--- src/rtl/udp_pkt_pkg.sv ---
// Shared types and constants for the UDP test-packet source: FSM states,
// header sizes, payload pattern encodings and LFSR feedback masks.
package udp_pkt_pkg;

  typedef enum logic [1:0] {
    S_IDLE,
    S_START,
    S_SEND,
    S_WAIT_DONE
  } state_t;

  localparam int IP_UDP_HDR = 28;
  localparam int UDP_HDR    = 8;

  localparam logic [1:0] MODE_FIXED = 2'd0;
  localparam logic [1:0] MODE_INC   = 2'd1;
  localparam logic [1:0] MODE_SEQ   = 2'd2;
  localparam logic [1:0] MODE_LFSR  = 2'd3;

  // Right-shifting Galois masks: term x^k of the polynomial sets bit k-1.
  function automatic logic [63:0] lfsr_taps(input int w);
    case (w)
      8:       return 64'h0000_0000_0000_00B8;
      16:      return 64'h0000_0000_0000_D008;
      32:      return 64'h0000_0000_8020_0003;
      default: return 64'hD800_0000_0000_0000;
    endcase
  endfunction

endpackage

--- src/rtl/udp_pattern_gen.sv ---
// Payload word generator: holds the word index and the LFSR, presents the
// current word and steps to the next one on each advance.
module udp_pattern_gen
  import udp_pkt_pkg::*;
#(
  parameter int DATA_W = 32
) (
  input  logic              clk,
  input  logic              rst,
  input  logic [1:0]        mode,
  input  logic [DATA_W-1:0] base,
  input  logic              load,
  input  logic              advance,
  input  logic [DATA_W-1:0] seq,
  output logic [DATA_W-1:0] word
);

  localparam logic [DATA_W-1:0] TAPS = DATA_W'(lfsr_taps(DATA_W));

  logic [1:0]        mode_q;
  logic [DATA_W-1:0] base_q;
  logic [DATA_W-1:0] idx;
  logic [DATA_W-1:0] lfsr;
  logic [DATA_W-1:0] idx_nx;
  logic [DATA_W-1:0] lfsr_nx;
  logic [DATA_W-1:0] seed;

  always_comb begin
    idx_nx  = idx + DATA_W'(1);
    lfsr_nx = (lfsr >> 1) ^ (lfsr[0] ? TAPS : '0);
    seed    = (base == '0) ? DATA_W'(1) : base;
  end

  // Mode and base are captured on load so mid-packet config writes are inert.
  always_ff @(posedge clk) begin
    if (rst) begin
      mode_q <= MODE_FIXED;
      base_q <= '0;
      idx    <= '0;
      lfsr   <= '0;
      word   <= '0;
    end else if (load) begin
      mode_q <= mode;
      base_q <= base;
      idx    <= '0;
      lfsr   <= seed;
      case (mode)
        MODE_FIXED, MODE_INC: word <= base;
        MODE_SEQ:             word <= seq;
        default:              word <= seed;
      endcase
    end else if (advance) begin
      idx  <= idx_nx;
      lfsr <= lfsr_nx;
      case (mode_q)
        MODE_FIXED: word <= base_q;
        MODE_INC:   word <= base_q + idx_nx;
        MODE_SEQ:   word <= idx_nx;
        default:    word <= lfsr_nx;
      endcase
    end
  end

endmodule

--- src/rtl/udp_pkt_source.sv ---
// Programmable UDP test-packet source feeding the udp_top transmit request
// interface: periodic/software triggers, packet sequencing and statistics.
module udp_pkt_source
  import udp_pkt_pkg::*;
#(
  parameter int DATA_W    = 32,
  parameter int CNT_W     = 32,
  parameter int LEN_W     = 16,
  parameter int MAX_WORDS = 368
) (
  input  logic              clk,
  input  logic              rst,
  input  logic              enable,
  input  logic [CNT_W-1:0]  cfg_period,
  input  logic [LEN_W-1:0]  cfg_words,
  input  logic [1:0]        cfg_mode,
  input  logic [DATA_W-1:0] cfg_fixed,
  input  logic              sw_trig,
  output logic              tx_start,
  input  logic              tx_data_req,
  output logic [DATA_W-1:0] tx_data,
  input  logic              tx_done,
  output logic [LEN_W-1:0]  tx_total_length,
  output logic [LEN_W-1:0]  tx_data_length,
  output logic              busy,
  output logic [31:0]       pkt_count,
  output logic [15:0]       drop_count
);

  localparam int BPW = DATA_W / 8;

  state_t           state, state_nx;
  logic [CNT_W-1:0] cnt;
  logic [LEN_W-1:0] words_left;
  logic [LEN_W-1:0] w_clamp;
  logic             tick, trig, accept, drop, req_ok, last, adv;

  function automatic logic [LEN_W-1:0] clamp_words(input logic [LEN_W-1:0] w);
    if (w == '0) return LEN_W'(1);
    if (32'(w) > MAX_WORDS) return LEN_W'(MAX_WORDS);
    return w;
  endfunction

  function automatic logic [15:0] sat_inc16(input logic [15:0] v);
    return (v == 16'hFFFF) ? v : v + 16'd1;
  endfunction

  function automatic logic [LEN_W-1:0] byte_len(input logic [LEN_W-1:0] w, input int hdr);
    return LEN_W'(32'(w) * BPW + hdr);
  endfunction

  assign w_clamp = clamp_words(cfg_words);
  assign tick    = enable && (cfg_period != '0) && (cnt == cfg_period - CNT_W'(1));
  assign trig    = sw_trig | tick;
  assign drop    = trig && (state != S_IDLE);
  assign adv     = req_ok && !last;
  assign busy    = (state != S_IDLE);

  // Free-running period counter; a period lowered below cnt wraps without a tick.
  always_ff @(posedge clk) begin
    if (rst || !enable || cfg_period == '0 || tick || cnt >= cfg_period) cnt <= '0;
    else                                                                 cnt <= cnt + CNT_W'(1);
  end

  always_ff @(posedge clk) begin
    if (rst) state <= S_IDLE;
    else     state <= state_nx;
  end

  always_comb begin
    state_nx = state;
    accept   = 1'b0;
    req_ok   = 1'b0;
    last     = 1'b0;
    case (state)
      S_IDLE: if (trig) begin
        accept   = 1'b1;
        state_nx = S_START;
      end
      S_START: state_nx = S_SEND;
      S_SEND: if (tx_data_req) begin
        req_ok = 1'b1;
        if (words_left == LEN_W'(1)) begin
          last     = 1'b1;
          state_nx = S_WAIT_DONE;
        end
      end
      S_WAIT_DONE: if (tx_done) state_nx = S_IDLE;
      default: state_nx = S_IDLE;
    endcase
  end

  always_ff @(posedge clk) begin
    if (rst) begin
      tx_start        <= 1'b0;
      pkt_count       <= '0;
      drop_count      <= '0;
      words_left      <= '0;
      tx_total_length <= '0;
      tx_data_length  <= '0;
    end else begin
      tx_start <= (state == S_START);
      if (state == S_START) pkt_count <= pkt_count + 32'd1;
      if (drop) drop_count <= sat_inc16(drop_count);
      if (accept) begin
        words_left      <= w_clamp;
        tx_total_length <= byte_len(w_clamp, IP_UDP_HDR);
        tx_data_length  <= byte_len(w_clamp, UDP_HDR);
      end else if (req_ok) begin
        words_left <= words_left - LEN_W'(1);
      end
    end
  end

  // The last word is not advanced past, so tx_data holds it until the next load.
  udp_pattern_gen #(
    .DATA_W (DATA_W)
  ) u_pattern_gen (
    .clk     (clk),
    .rst     (rst),
    .mode    (cfg_mode),
    .base    (cfg_fixed),
    .load    (accept),
    .advance (adv),
    .seq     (DATA_W'(pkt_count)),
    .word    (tx_data)
  );

endmodule

--- config.mk ---
export PLATFORM = sky130hd
export DESIGN_NAME = udp_pkt_source
export DESIGN_NICKNAME = d
export VERILOG_FILES = /design/src/rtl/udp_pkt_pkg.sv /design/src/rtl/udp_pattern_gen.sv /design/src/rtl/udp_pkt_source.sv
export SDC_FILE = /design/constraint.sdc
export NUM_CORES = 1
export LEC_CHECK = 0
export ABC_AREA = 0
export BUFFER_PORTS_ARGS = -buffer_cell sky130_fd_sc_hd__buf_4
export CORE_AREA = 2 2 217 197
export DETAILED_ROUTE_END_ITERATION = 10
export DIE_AREA = 0 0 219 199
export GPL_TIMING_DRIVEN = 1
export SLEW_MARGIN = 40
export SYNTH_ARGS = -nofsm -noshare
export SYNTH_HDL_FRONTEND = slang
export SYNTH_SLANG_ARGS = --single-unit
--- constraint.sdc ---
create_clock -name clk -period 7.8 [get_ports clk]
set_input_delay 0.78 -clock clk [delete_from_list [all_inputs] [get_ports clk]]
set_output_delay 0.78 -clock clk [all_outputs]
set_load 0.01 [all_outputs]
Word-level counts from Yosys, hierarchy flattened
Index checks and enable logic that the tools add are counted.

Shifts and indexed selects: 0. Divide/modulo/power cells: 0. Bitwise gates (word level): 3. Equal/unequal tests: 14. Multiply operators: 0. Magnitude comparators: 2. $add $sub $neg: 9. Reduce and logical (&&, ||, !) cells: 24. Mux-type cells: 29.

Operators by type and width (count): $mux 32 (6); $add 32x1->32 const B (3); $mux 16 (6); $pmux 32 s3 (1); $logic_not 32->1 (2); $pmux 32 s2 (1); $add 32x32->32 (1); $eq 32x32->1 (1); $ge 32x32->1 (1); $reduce_bool 32->1 (1); $sub 32x1->32 const B (1); $xor 31x32->32 (1); $add 16x1->16 const B (1); $add 16x4->16 const B (1); $add 16x5->16 const B (1); $eq 16x1->1 const B (1); $eq 16x16->1 const B (1); $gt 16x9->1 const B (1); $logic_not 16->1 (1); $sub 16x1->16 const B (1); $mux 1 (10); $eq 2x2->1 const B (4); $mux 2 (4); $ne 2x2->1 const B (4); other kinds (12) (26).

ROM bits: 0. Memories kept: 0. Memory bits (writable): 0. Output and inout bits: 114. Bits of input ports: 88. Bits in latches: 0. Bits in registers: 261.

Logic depth before layout (Yosys ltp)
Gate-level depths: netlist of run 1.

Depth after elaboration: 8. Depth in mapped cells: 18.

By module
A second synthesis of run 1 with hierarchy kept.

Cell total of the unflattened synthesis: 2026. Area total of the unflattened synthesis: 16791.1 sq um.

Modules (own cells, without submodules): udp_pattern_gen (instances 1, cells each 1060, area each 8882.3 sq um); udp_pkt_source (instances 1, cells each 966, area each 7908.8 sq um).

Least setup slack after synthesis of run 1
Ideal clock, no wire load.

Kind: input -> register. From: in cfg_period[18]. To: reg u_pattern_gen.word[24]. Arrival time: 3998 ps. Slack: 3664 ps. Stages: 12. Cells stage by stage: or4_1 buf_2 nand3b_4 or4_1 a2111oi_0 o211ai_1 or4_4 o41a_1 buf_2 buf_4 a221oi_1 a211oi_2.

Cells in the longest elaborated chain, start to end: 7.

RTL lines: from (decl) (RTL line udp_pkt_source.sv:14) `input logic [CNT_W-1:0] cfg_period,`; $sub 32x1->32 / $reduce_bool 32->1 (equally long branches) (RTL line udp_pkt_source.sv:53) `assign tick = enable && (cfg_period != '0) && (cnt == cfg_period - CNT_W'(1));`; $eq 32x32->1 / $logic_and 1x1->1 (equally long branches) (RTL line udp_pkt_source.sv:53); $logic_and 1x1->1 (*) (RTL line udp_pkt_source.sv:53); $or 1x1->1 (*) (RTL line udp_pkt_source.sv:54) `assign trig = sw_trig | tick;`; $mux 1 (*) (RTL line udp_pkt_source.sv:76) `S_IDLE: if (trig) begin`; $mux 1 (*) (RTL line udp_pkt_source.sv:75) `case (state)`; $mux 32 / $reduce_bool 2->1 (equally long branches); to (signal assigned) (RTL line udp_pattern_gen.sv:48) `MODE_FIXED, MODE_INC: word <= base;`; to (signal assigned) (RTL line udp_pattern_gen.sv:49) `MODE_SEQ: word <= seq;`; to (signal assigned) (RTL line udp_pattern_gen.sv:56) `MODE_FIXED: word <= base_q;`; to (decl) (RTL line udp_pattern_gen.sv:15) `output logic [DATA_W-1:0] word`.

Mark *: on every way between the ends. The rest lies on a longest branch, timed or not. A chain may end at the register's enable or synchronous reset.

Final worst setup path of run 1
From: reg u_pattern_gen.idx[0]. To: reg u_pattern_gen.word[25].

Cells in the longest elaborated chain, start to end: 5.

RTL lines: from (decl) (RTL line udp_pattern_gen.sv:22) `logic [DATA_W-1:0] idx;`; from (signal assigned) (RTL line udp_pattern_gen.sv:53) `idx <= idx_nx;`; $add 32x1->32 (RTL line udp_pattern_gen.sv:29) `idx_nx = idx + DATA_W'(1);`; named net u_pattern_gen.idx_nx[11] (RTL line udp_pattern_gen.sv:24) `logic [DATA_W-1:0] idx_nx;`; $add 32x32->32 (RTL line udp_pattern_gen.sv:57) `MODE_INC: word <= base_q + idx_nx;`; $pmux 32 s3 (RTL line udp_pattern_gen.sv:55) `case (mode_q)`; $mux 32 (RTL line udp_pattern_gen.sv:52) `end else if (advance) begin`; $mux 32 (RTL line udp_pattern_gen.sv:42) `end else if (load) begin`; to (signal assigned) (RTL line udp_pattern_gen.sv:56); to (signal assigned) (RTL line udp_pattern_gen.sv:57); to (signal assigned) (RTL line udp_pattern_gen.sv:58) `MODE_SEQ: word <= idx_nx;`.

The timed path passes the listed nets, and every way through them passes these cells. The select of a mux whose other input is x is not followed.

==> impl_metrics.tcl, run 1 <==
set metrics [dict create \
    initial_utilization 0.3950 \
    top_usage_layer "met2" \
    crit_top_cell "a21oi_1" \
    routabilityCongestion 0.8958 \
    seq_area_frac_synth 0.3147 \
    cts_hold_buffers 0 \
    setup_viol_count_final 0 \
    gr-total-overflow 0 \
    multi_input_area_mm2 0.01049 \
    core_region_area_mm2 0.04140 \
    cp-startpoint "u_pattern_gen.idx[0]$_SDFFE_PP0P_" \
    holdPathEnd "u_pattern_gen.idx[1]$_SDFFE_PP0P_" \
    fin_crit_sh 0.6394 \
    slew-limit-headroom 0.4913 \
    crit_path_cell_trace "and3_1, nand4_1, or2_2, nor2_1, nand3_1, xnor2_1, ha_1, a21oi_1, o211ai_1, a21oi_1, a221oi_1, a41oi_1, o21bai_1, a21oi_1, xnor2_1, o21ai_0, a311oi_1" \
    critPathCaptureType "flip-flop" \
    worstHoldPathType "reg -> reg" \
    hold_viol 0 \
    holdCritStartpoint "u_pattern_gen.idx[1]$_SDFFE_PP0P_" \
    drt_iter0_markers 1085 \
    die_w_um 219 \
    ctsResizeCount 0 \
    slowest_stage "a221oi_1" \
    vias 15140 \
    yosys_warnings 0 \
    via_per_inst 5.594 \
    min_period_ns 4.988 \
    fmax_mhz 200.5 \
    cp.buffers_inverters 0 \
    nets 2309 \
    placed_cells 2651 \
    power_leakage_nw 8.102 \
    dpl.hpwl_mm 37.45 \
    clockBufferDepth 3 \
    numCtsBuffers 29 \
    fin_skew_ns 0.02192 \
    r2r-start "u_pattern_gen.idx[0]$_SDFFE_PP0P_" \
    n_antenna_cell 0 \
    synthTopCellsByArea "dfxtp_1 31%, nor2_1 6.7%, ha_1 6.4%" \
    synthesis.area_mm2 0.01635 \
    cpPeakStageDelay_ns 0.68 \
    grtUsageMet2 0.3401 \
    vdd_drop_max_mv 0.1993 \
    antenna_found_initial 0 \
    holdPathStages 2 \
    portBuffers 197 \
    die_h_um 199 \
    synthArstFlopShare 0 \
    cts-root-buf "clkbuf_16" \
    nFillCells 4136 \
    regArea_mm2 0.005146 \
    yosysTopAreaCell "dfxtp_1" \
    drive_gt1_frac 0.1505 \
    wl_per_cell_um 18.40 \
    grt_util_met1 0.3298 \
    tns_ns 0 \
    grtUsageTotal 0.2226 \
    max_cap_viol_count 0 \
    synth.distinct_cells 84 \
    outcome "finished, final reports clean" \
    crit_required_ns 8.21 \
    routed_wirelength_mm 49.78 \
    grt_max_degree 110 \
    reg2reg_slack_ns 2.81 \
    tightest_slew_ns 0.7561 \
    worstReg2RegEnd "u_pattern_gen.word[25]$_SDFFE_PP0P_" \
    synth_edf_count 0 \
    cts_max_level 1 \
    cts.sink_count 257 \
    ys_ff_latch 257 \
    fp-row-count 71 \
    layoutNonFillerInstCount 2706 \
    grt_pass1_wl_mm 78.19 \
    grt_pass1_vias 13920 \
    synth_top_area_share 0.3147 \
    critPathLaunchType "flip-flop" \
    path_clk_slew_ns 0.06 \
    drc 0 \
    cp_top_family "compound AO/OA/AOI/OAI gates" \
    clk_latency_ns 0.57 \
    ios 202 \
    critPathKind "reg -> reg" \
    maxSlewViolCount 0 \
    area_delta_synth_final_pct 17.62 \
    cts_post_setup_buffers_inserted 0 \
    grtUsageMet3 0.03058 \
    critPathMaxFanout 5 \
    crit_arrival_ns 5.40 \
    syn_inst 2004 \
    rsz0062_at_grt "false" \
    pwr_density_cell_mw_per_mm2 223.8 \
    p_total_mw 4.303 \
    r2r_cells 17 \
    cts_tree "done" \
    synth.avg_cell_area_um2 8.159 \
    antenna_left 0 \
    synth_flop_cell "dfxtp_1" \
    dr.pass1.iters 5 \
    dieArea_mm2 0.04358 \
]
## metal layers
metal | part of all wire | vias to the layer above
met4 | 0.021 | 0
met3 | 0.059 | 61
met5 | 0 | -
met1 | 0.49 | 7281
li1 | - | 7379
met2 | 0.43 | 417
## layout make-up
type                       instances  share of cell area
timing repair buffer             214             0.08608
tap                              547             0.03559
inverter                          70             0.01366
clock inverter                     9            0.006701
clock buffer                      45             0.04502
multi-input combinational       1564              0.5454
sequential                       257              0.2676
## placed cells by master (no fill, tap or decap), types with 6 or more instances in the layout
cell type    n
a21oi_1     81
nand4_1     34
and3_1      40
clkbuf_8     8
and2_1       9
nand2b_1     7
inv_1       70
ha_1        84
clkbuf_16   29
nand3_1     64
a221oi_1    12
buf_4      210
or4_1        7
a311oi_1    46
nor2b_1     27
a211o_1      6
or2_2        9
mux2_2       6
a21o_1      28
nor4_1      55
o211ai_1    14
mux4_2      24
o21ai_0     41
a211oi_1    20
nand2_1    220
or3_1        7
a31oi_1      9
and4_1      13
nor3_1      38
dfxtp_1    256
xor2_1     110
mux2i_1     50
o21bai_1     7
clkbuf_1     8
a22oi_1      7
o2111ai_1    7
xnor2_1    100
nor2_1     287
## how the worst max path moves through the flow
| stage | endpoint | slack (ns) | cells after the start |
|---|---|---|---|
| 5_1_grt | u_pattern_gen.word[27]$_SDFFE_PP0P_ | 2.48 | 17 |
| 6_report | u_pattern_gen.word[25]$_SDFFE_PP0P_ | 2.81 | 17 |
| 2_1_floorplan | u_pattern_gen.word[24]$_SDFFE_PP0P_ | 3.66 | 12 |
| 4_1_cts | u_pattern_gen.word[29]$_SDFFE_PP0P_ | 2.88 | 17 |
| 3_3_place_gp | u_pattern_gen.idx[31]$_SDFFE_PP0P_ | 2.16 | 12 |
| 3_5_place_dp | u_pattern_gen.idx[31]$_SDFFE_PP0P_ | 2.31 | 13 |
## synthesized netlist by cell type, types with 9 or more instances
library cell and n:
and3_1 40, nor4_1 55, and2_1 9, ha_1 84
dfxtp_1 257, a31oi_1 9, nand2_1 221, and4_1 13
o211ai_1 14, clkbuf_1 82, nor3_1 38, a211oi_1 20
mux2i_1 50, buf_2 19, nor2b_1 28, nor2_1 290
nand3_1 64, a21o_1 28, mux4_2 24, xnor2_1 100
o21ai_0 41, nand4_1 34, xor2_1 110, or2_2 9
a221oi_1 12, a311oi_1 46, inv_1 70, a21oi_1 81
## worst min-delay path: stages (launching register included)
cell and delay (ns):
dfxtp_1 0.32, nand2_1 0.05, a21oi_1 0.05
## logic make-up (layout without fill, tap and decap cells)
family	count (synthesis)	in the layout	synth area share
simple gates	842	842	0.2427
buf+inv	186	338	0.04668
xor+xnor	210	210	0.1125
fa+ha+maj	85	85	0.06550
mux	82	82	0.06918
other cells	1	4	0.0002293
flops	257	257	0.3147
compound gates	341	341	0.1485
## stage by stage
stage	hold slack, ns	setup slack, ns	utilization	area (µm²)
2_1_floorplan	0.4360	3.664	-	16360
3_3_place_gp	0.4462	2.158	0.4392	18180
3_5_place_dp	0.4687	2.313	0.4400	18220
4_1_cts	0.4638	2.883	0.4641	19210
5_1_grt	0.4816	2.478	0.4645	19230
6_report	0.4745	2.812	0.4645	19230
## power breakdown
group	internal, mW	switching (mW)	total (mW)
sequential	1.49	0.158	1.65
clock	0.859	0.563	1.42
combinational	0.515	0.715	1.23
total	2.87	1.44	4.30
## sequential cells by signal, indices dropped and copies added, names as in the netlist
name and count:
u_pattern_gen.lfsr 32, drop_count 16, tx_data_length 14, tx_start 1, state 2, tx_total_length 14, cnt 32, u_pattern_gen.idx 32
u_pattern_gen.base_q 32, u_pattern_gen.mode_q 2, pkt_count 32, words_left 16, u_pattern_gen.word 32
(Power assumes the default switching activity.)
==> run 2: changes to the inputs <==
- ABC_AREA: 0 -> 1
- CORE_AREA: 2 2 217 197 -> 2 2 227 207
- DIE_AREA: 0 0 219 199 -> 0 0 229 209
- clock period: 7.8 -> 4.1 ns (I/O delays scaled with it)
==> run 2 against run 1 <==
Die area is 9.8% higher. Highest routed layer unchanged. Clock-buffer cell count is 1 lower. Power grew 110%.
==> impl_metrics.tcl, run 2 <==
set metrics [dict create \
    vias 19380 \
    synthArstFlopShare 0 \
    r2r_cells 19 \
    crit_path_cell_trace "inv_1, nor3_1, nand2_1, nor2_2, nand4_1, xor2_1, inv_1, ha_1, a21oi_1, o21ai_0, a21oi_1, o21a_1, nand3b_1, nand3_1, nand2_1, o21ai_0, nand2_1, nand3_1, a21oi_1" \
    wl_per_cell_um 17.47 \
    critPathKind "reg -> reg" \
    cts-root-buf "clkbuf_16" \
    cts_post_setup_buffers_inserted 0 \
    cts_tree "done" \
    synth.distinct_cells 55 \
    worstReg2RegEnd "u_pattern_gen.word[26]$_SDFFE_PP0P_" \
    placed_cells 3624 \
    synthTopCellsByArea "dfxtp_1 29%, nand2_1 15%, nand3_1 7.7%" \
    die_w_um 229 \
    slew-limit-headroom 0.4312 \
    seq_area_frac_synth 0.2863 \
    power_leakage_nw 9.627 \
    final_common_cell "nand2_1" \
    postLayoutCoreUtil 0.4632 \
    area_delta_synth_final_pct 18.03 \
    synth_edf_count 0 \
    via_per_inst 5.266 \
    fp-row-count 75 \
    outcome "finished, final reports clean" \
    crit_required_ns 4.51 \
    min_period_ns 3.750 \
    cts.sink_count 257 \
    syn_inst 2874 \
    die_h_um 209 \
    critPathMaxFanout 6 \
    ys_ff_latch 257 \
    cts_hold_buffers 0 \
    drive_gt1_frac 0.1175 \
    yosysTopAreaCell "dfxtp_1" \
    antenna_found_initial 2 \
    grt_pass1_vias 18010 \
    slowest_stage "dfxtp_1" \
    drt_iter0_markers 1973 \
    numCtsBuffers 30 \
    holdPathStages 3 \
    fin_crit_sh 0.9147 \
    pwr_density_cell_mw_per_mm2 426.2 \
    worstSetupEndpoint "u_pattern_gen.word[26]$_SDFFE_PP0P_" \
    critPathCaptureType "flip-flop" \
    drc 0 \
    worstHoldPathType "in -> reg" \
    routabilityCongestion 0.9890 \
    ios 202 \
    path_clk_slew_ns 0.06 \
    max_cap_viol_count 0 \
    grt_pass1_wl_mm 100.6 \
    critPathLaunchType "flip-flop" \
    initial_utilization 0.3925 \
    cpPeakStageDelay_ns 0.39 \
    routed_wirelength_mm 64.33 \
    nFillCells 4891 \
    grt_max_degree 94 \
    synthXorXnorAreaFrac 0.04776 \
    fin_ws_ns 0.3498 \
    setup_viol_count_final 0 \
    synth_top_family_by_area "simple AND/OR/NAND/NOR gates" \
    core_region_area_mm2 0.04579 \
    synth.avg_cell_area_um2 6.253 \
    yosys_warnings 0 \
    hold_viol 0 \
    antenna_left 0 \
    synth_top_area_share 0.2863 \
    tns_ns 0 \
    layout_common_cells "717 x nand2_1, 350 x inv_1, 340 x nor2_1, 278 x nand3_1, 256 x dfxtp_1" \
    yosysMostFrequentCell "nand2_1" \
    gr-total-overflow 0 \
    crit_arrival_ns 4.16 \
    clockBufferDepth 3 \
    tightest_slew_ns 0.8533 \
    synth_fa_ha_area_frac 0.05959 \
    synth-compound-area-share 0.1296 \
    synth_mux_area_frac 0 \
    dpl.hpwl_mm 49.73 \
    dpl_worst_slack_ns -0.06605 \
    yosys-top-cells-count "720 x nand2_1, 352 x inv_1, 344 x nor2_1" \
    dr.pass1.iters 6 \
    p_total_mw 9.041 \
    cp-startpoint "u_pattern_gen.idx[5]$_SDFFE_PP0P_" \
    vdd_drop_max_mv 0.3282 \
    r2r-start "u_pattern_gen.idx[5]$_SDFFE_PP0P_" \
    layoutNonFillerInstCount 3681 \
    clk_latency_ns 0.62 \
    portBuffers 197 \
    fin_skew_ns 0.06336 \
    reg2reg_slack_ns 0.35 \
    synthesis.area_mm2 0.01797 \
    fmax_mhz 266.7 \
    holdCritStartpoint "cfg_fixed[31]" \
    cts_max_level 1 \
    grtUsageTotal 0.2613 \
    maxSlewViolCount 0 \
    synth_flop_cell "dfxtp_1" \
    dieArea_mm2 0.04786 \
    yosys.area_share.simple 0.3729 \
    nets 3213 \
]
==> run 2: changes by cell type after synthesis, sizes merged, moves of 37 or more <==
cell,change
o21ai,+85
mux2i,-50
a21oi,+107
a311oi,-46
nor2,+65
xnor2,-81
and3,-37
nand3,+215
inv,+285
nand2,+509
==> run 2: critical path, delay by kind of cell (launching register included) <==
kind | cells | cell delay [ns]
and+or+nand+nor | 9 | 1.44
AOI/OAI and AO/OA | 6 | 0.97
DFF | 1 | 0.39
adders and majority gates | 1 | 0.37
xor gates and xnor gates | 1 | 0.25
buffers and inverters | 2 | 0.18
==> run 2: metal layers <==
metal | routed length [µm] | track usage | part of all wire
met1 | 31730 | 0.3915 | 0.49
met2 | 27130 | 0.3968 | 0.42
met3 | 4279 | 0.03780 | 0.067
met4 | 1179 | 0.05060 | 0.018
met5 | 0 | 0 | 0
==> run 2: layout make-up <==
cell class              count  area (µm²)  area share
multi-input cells        2152       11070      0.5218
flip-flops and latches    257        5146      0.2426
clock buffers              44       893.4     0.04211
repair buffers            240        1847     0.08706
clock inverters            11       132.6    0.006252
well taps                 616       770.7     0.03633
diodes                      2       5.005   0.0002359
inverters                 359        1350     0.06364
==> run 2: worst min path at each step <==
stage | to | slack [ns]
6_report | u_pattern_gen.base_q[31]$_SDFFE_PP0P_ | 0.1
5_1_grt | u_pattern_gen.base_q[22]$_SDFFE_PP0P_ | 0.09
4_1_cts | u_pattern_gen.base_q[31]$_SDFFE_PP0P_ | 0.07
3_5_place_dp | tx_total_length[13]$_SDFFE_PP0P_ | 0.43
3_3_place_gp | tx_data_length[14]$_SDFFE_PP0P_ | 0.43
2_1_floorplan | cnt[0]$_SDFF_PP0_ | 0.43
==> run 2: power breakdown <==
part	internal, mW	switching (mW)
clock	1.63	1.15
sequential	2.82	0.298
combinational	1.05	2.08
total	5.51	3.54
==> run 2: cell families after synthesis <==
group           count (synthesis)
other cells                     1
simple gates                 1554
compound gates                411
xor+xnor                       98
fa+ha+maj                      85
buf+inv                       468
flops                         257
==> run 2: timing repair <==
action	4_1_cts	5_1_grt
setup endpoints to repair	1	14
resized for setup	2	15
cloned	0	0
pin swaps	0	0
==> run 2: metrics by stage <==
stage	cell area (µm²)	hold slack, ns
final	21210	0.09973
after floorplan	17980	0.4297
after global placement	20100	0.4283
after detailed placement	20110	0.4290
after global routing	21210	0.08762
after CTS	21140	0.07354
